$ cat config.mk
export PLATFORM = sky130hd
export DESIGN_NAME = shared_reg_arbiter
export DESIGN_NICKNAME = d
export VERILOG_FILES = /design/src/rtl/shared_reg_arbiter.sv
export SDC_FILE = /design/constraint.sdc
export NUM_CORES = 1
export LEC_CHECK = 0
export CAP_MARGIN = 5
export CORE_AREA = 4 4 59 61
export DETAILED_ROUTE_END_ITERATION = 16
export DIE_AREA = 0 0 63 65
export PLACE_DENSITY = 0.88
export SLEW_MARGIN = 20
export SYNTH_ARGS = -nofsm -noshare
export SYNTH_HDL_FRONTEND = slang
export SYNTH_SLANG_ARGS = --single-unit
$ cat constraint.sdc
create_clock -name clk -period 3.3 [get_ports clk]
set_clock_uncertainty 0.05 [all_clocks]
set_input_delay 0.495 -clock clk [delete_from_list [all_inputs] [get_ports clk]]
set_output_delay 0.495 -clock clk [all_outputs]
set_load 0.02 [all_outputs]
$ cat src/rtl/shared_reg_arbiter.sv
// shared_reg_arbiter: round-robin arbiter granting four requesters write access to one shared register,
// with a release timeout that raises a sticky error flag.
module shared_reg_arbiter #(
    parameter int WIDTH   = 8,
    parameter int TIMEOUT = 15
) (
    input  logic               clk,
    input  logic               reset,
    input  logic [3:0]         req,
    input  logic [4*WIDTH-1:0] wr_data,
    output logic [3:0]         gnt,
    output logic               ack,
    output logic [WIDTH-1:0]   reg_q,
    output logic [1:0]         owner,
    output logic               busy,
    output logic               err
);
    typedef enum logic [1:0] {IDLE, GRANT, WRITE, RELEASE} state_t;
    localparam logic [7:0] TLIM = 8'(TIMEOUT - 1);
    state_t     state, state_n;
    logic [1:0] ptr, win, pick;
    logic [7:0] cnt;
    logic       timeout;
    // Scan downward so the nearest requester after ptr is the last, winning assignment.
    always_comb begin
        pick = ptr;
        for (int k = 4; k >= 1; k--)
            if (req[ptr + 2'(k)]) pick = ptr + 2'(k);
    end
    assign timeout = state == RELEASE && req[win] && cnt == TLIM;
    always_ff @(posedge clk)
        state <= reset ? IDLE : state_n;
    always_comb begin
        state_n = state;
        unique case (state)
            IDLE:    state_n = |req ? GRANT : IDLE;
            GRANT:   state_n = WRITE;
            WRITE:   state_n = RELEASE;
            RELEASE: state_n = (!req[win] || timeout) ? IDLE : RELEASE;
        endcase
    end
    always_comb begin
        busy = state != IDLE;
        gnt  = busy ? 4'b0001 << win : 4'b0000;
    end
    always_ff @(posedge clk) begin
        if (reset) begin
            win   <= '0;
            ptr   <= 2'd3;
            cnt   <= '0;
            ack   <= 1'b0;
            reg_q <= '0;
            owner <= '0;
            err   <= 1'b0;
        end else begin
            ack <= state == WRITE;
            cnt <= state == RELEASE ? cnt + 8'd1 : 8'd0;
            if (state == IDLE && |req) win <= pick;
            if (state == WRITE) begin
                reg_q <= wr_data[win*WIDTH +: WIDTH];
                owner <= win;
                ptr   <= win;
            end
            if (timeout) err <= 1'b1;
        end
    end
endmodule

# After elaboration in Yosys (flattened, before gate mapping)

Index checks and enable logic that the tools add are counted.

Bits in registers: 26
Input bits: 38
Output and inout port bits: 17
Word-level logic and storage cells: 47

$add $sub $neg: 4
$lt $le $gt $ge: 4
Equal/unequal tests: 4
Shift-type cells: 2
Muxes and demuxes: 15
Bitwise operators: 1
Reduce and logical (&&, ||, !) cells: 9

Operators with widths:

| cell                                                | number |
|---|---|
| indexed part select 32 x 6 -> 8 bit                 | 1 |
| < comparator 2 x 3 -> 1 bit, second input constant  | 4 |
| adder 8 x 1 -> 8 bit, second input constant         | 1 |
| binary-select mux 1 bit (select 2 bit)              | 4 |
| equality test 8 x 4 -> 1 bit, second input constant | 1 |
| two-way mux 2 bit                                   | 4 |
| case mux 2 bit (4 select lines)                     | 1 |
| two-way mux 1 bit                                   | 5 |
| adder 2 bit, second input constant                  | 2 |
| equality test 2 bit, second input constant          | 2 |
| two-way mux 4 bit                                   | 1 |
| OR reduction 4 bit                                  | 1 |
| left shift 1 x 2 -> 4 bit, first input constant     | 1 |
| logical AND 1 bit                                   | 3 |
| adder 2 x 1 -> 2 bit, second input constant         | 1 |
| equality test 2 x 1 -> 1 bit, second input constant | 1 |
| logical NOT 2 bit                                   | 1 |
| nonzero test 2 bit                                  | 1 |
| OR reduction 2 bit                                  | 1 |
| logical NOT 1 bit                                   | 1 |
| logical OR 1 bit                                    | 1 |
| inverter 1 bit                                      | 1 |

# Depth between registers and ports, before layout

Depth in word-level cells: 7
Mapped depth: 6
Mapped depth without buffers: 6

# Least setup slack after synthesis

Ideal clock, no wire load.

Kind: register -> output
Start: register win[0]
End: output gnt[0]
Arrival: 1.126 ns
Required time: 2.755 ns
Setup slack: 1.629 ns
Cell stages (with the launch flop): 4
Path buffers: 2
Cells stage by stage: dfxtp_1 > buf_2 > buf_4 > nor3_1

Word-level cells in the longest chain between the ends: 2

RTL lines:

| item                      | line | RTL |
|---|---|---|
| start, declared           | 21   | `logic [1:0] ptr, win, pick;` |
| start signal, assigned    | 58   | `if (state == IDLE && \|req) win <= pick;` |
| left shift 1 x 2 -> 4 bit | 44   | `gnt = busy ? 4'b0001 << win : 4'b0000;` |
| two-way mux 4 bit         | 44   |  |
| end, declared             | 11   | `output logic [3:0] gnt,` |

Every way passes these cells.

# Worst setup path after layout

Start: register win[0]
End: output gnt[3]

The elaborated chain is that of the path after synthesis.

==> impl_metrics.toml <==
[power_and_ir_drop]
irDropWorstVdd_mv = 0.182
power_frac_comb_pct = 30.7
switchingPower_mw = 0.229
pwr-share-seq_pct = 48.9
p_int_mw = 0.545
power_leakage_nw = 0.647
power_density_nw_per_um2 = 409
power_frac_clock_pct = 20.4
p_sw_share_pct = 29.6

[timing]
min_period_ns = 2.56
tightest_slew_ns = 0.740
finalMaxSlewViolations = 0
setup_viol = 0
slew_headroom_pct = 50.6
hold_viol_final = 0
max_clock_freq_ghz = 0.391
fin_crit_sh_pct = 77.5
fin_ws_ns = 0.743
fin_setup_tns_ns = 0
grt_setup_unrepaired = "no"

[synthesis]
synth_enable_flop_cells = 0
synth_top_cell_area_share_pct = 39.7
async_flop_share_pct = 0
synth_flop_cell = "dfxtp_1"
synth_top_family_by_area = "simple AND/OR/NAND/NOR gates"
ys_seq_elements = 26
yosysWarnings = 0
avgSynthCellArea_um2 = 8.98
synth_fa_ha_area_share_pct = 1.91
synth.largest_area_cell = "dfxtp_1"
synth_compound_area_share_pct = 11.6
synth_mux_area_share_pct = 15.5
ys_types = 32
synth-simple-area-share_pct = 24.9
synth_cells = 146
syn_area_um2 = 1310
synth_area_leaders = "dfxtp_1 (40%), mux4_2 (15%), nand2_1 (8.9%)"
syn-num-nets = 186
synthXorXnorAreaFrac_pct = 2.67
seq_area_frac_synth_pct = 39.7

[critical_path]
cp-start-kind = "flip-flop"
cp-end-kind = "output port"
required_ns = 2.75
path_max_fanout = 15
path_class = "reg -> out"
arrival_ns = 2.01

[clock_tree]
clkTransAtPathRegs_ns = 0.13
cts_resized = 0
clockBufferDepth = 2
post_cts_buffers = 0
cts-root-buf = "clkbuf_4"
cts_tree = "yes"
clock_latency_ns = 0.33
cts_inserted_buffers = 3
hold_buffers = 0
cts-htree-levels = 1
cts.sinks = 26

[routing]
drc = 0
drt-vias-per-instance = 5.43
drt_iter0_markers = 18
wire_per_inst_um = 14.8
vias = 1243
finalWirelength_um = 3390
dr.pass1.iters = 4
ant_nets = 0

[run_status]
status = "completed"

[final_layout]
multi_input_area_um2 = 742
syn2layout_area_growth_pct = 44.3
n_antenna_cell = 0
layout.nets = 237
fin_area_um2 = 1890
final-seq-area_um2 = 520
fillers = 242
layout-drive-gt1-share_pct = 8.67

[placement]
place_ws_ns = 1.02
dp_hpwl_um = 2620
portBuffers = 54
dpl_cell_area_um2 = 1860
place.gp.congestion = 0.797

[die]
die_y_um = 65
start_util_pct = 44.0
rows = 20
ioPinCount = 55
fp.dieArea_um2 = 4100
fp.dieW_um = 63
core-area_um2 = 2980

[grt]
grt_max_degree = 21
track_usage_pct = 16.9
gr-total-overflow = 0
grt_pass1_vias = 1191
grt_pass1_wl_um = 5450
antenna_found_initial = 0

[run]
max_cap_violations = 0

[min_path]
hold_path.class = "reg -> reg"
## per-layer routing
layer | track usage (%) | part of all wire, %
met5 | 0 | 0
met4 | 7.44 | 2.2
met3 | 3.99 | 5.0
met2 | 29.1 | 52
met1 | 19.9 | 41
## power groups by stage
stage	Clock [mW]	Sequential (mW)	Combinational, mW
floorplan	0	0.371	0.145
global placement	0	0.383	0.234
detailed placement	0	0.385	0.238
CTS	0.163	0.378	0.239
global route	0.172	0.386	0.257
finish	0.158	0.378	0.238
## cells by family after synthesis
kind of cell,Yosys count
compound gates,26
simple gates,68
mux,9
flops,26
fa+ha+maj,2
buf+inv,11
xor+xnor,4
## cells in the mapped netlist, types with 2 or more instances
| master | number |
|---|---|
| nand3b_1 | 2 |
| clkbuf_1 | 3 |
| xnor2_1 | 2 |
| or3_1 | 2 |
| a211oi_1 | 2 |
| nand2b_1 | 3 |
| buf_2 | 3 |
| nor2b_1 | 2 |
| inv_1 | 3 |
| nor2_1 | 13 |
| dfxtp_1 | 26 |
| nor3_1 | 4 |
| mux4_2 | 9 |
| nand3_1 | 3 |
| ha_1 | 2 |
| and3_1 | 2 |
| o21ai_0 | 4 |
| a21oi_1 | 16 |
| nand2_1 | 31 |
| xor2_1 | 2 |
## flip-flops by register name, indices dropped and copies added (netlist names)
name,count
ack,1
reg_q,8
state,2
owner,2
cnt,8
ptr,2
err,1
win,2
## final timing paths
check | start | endpoint | slack [ns] | cells past startpoint
min | reg_q[7] | reg_q[7] | 0.42 | 2
max reg2reg | win[1] | state[1] | 1.42 | 4
max | win[0] | gnt[3] | 0.74 | 2
min reg2reg | reg_q[7] | reg_q[7] | 0.42 | 2
## final cells by class
cell class	instances	share of cell area (%)
Clock buffer	4	1.92
Inverter	3	0.595
Multi-Input combinational cell	109	39.2
Sequential cell	26	27.5
Tap cell	33	2.18
Timing Repair Buffer	54	28.6
## per-stage QoR
step	cells	hold slack [ns]	util, %	power [mW]
floorplan	146	0.391	-	0.516
global placement	225	0.392	62.3	0.617
detailed placement	225	0.399	62.3	0.624
CTS	229	0.420	63.5	0.781
global route	229	0.456	63.5	0.814
finish	229	0.420	63.5	0.773
## layout by cell type, fill, tap and decap left out, drive strengths merged, types with 2 or more instances in the layout
master,count
nor2,13
or3,2
clkbuf,4
nor3,4
a21oi,16
o21ai,4
and3,2
nor2b,2
xnor2,2
xor2,2
nand2,31
clkdlybuf4s50,54
inv,3
dfxtp,26
mux4,9
nand3b,2
ha,2
a211oi,2
nand3,3
nand2b,3
## worst max-delay path, stage by stage (launching register included)
cell and delay (ns):
dfxtp_1 0.82, and3_1 0.27, clkdlybuf4s50_1 0.60
(Power assumes the default switching activity.)
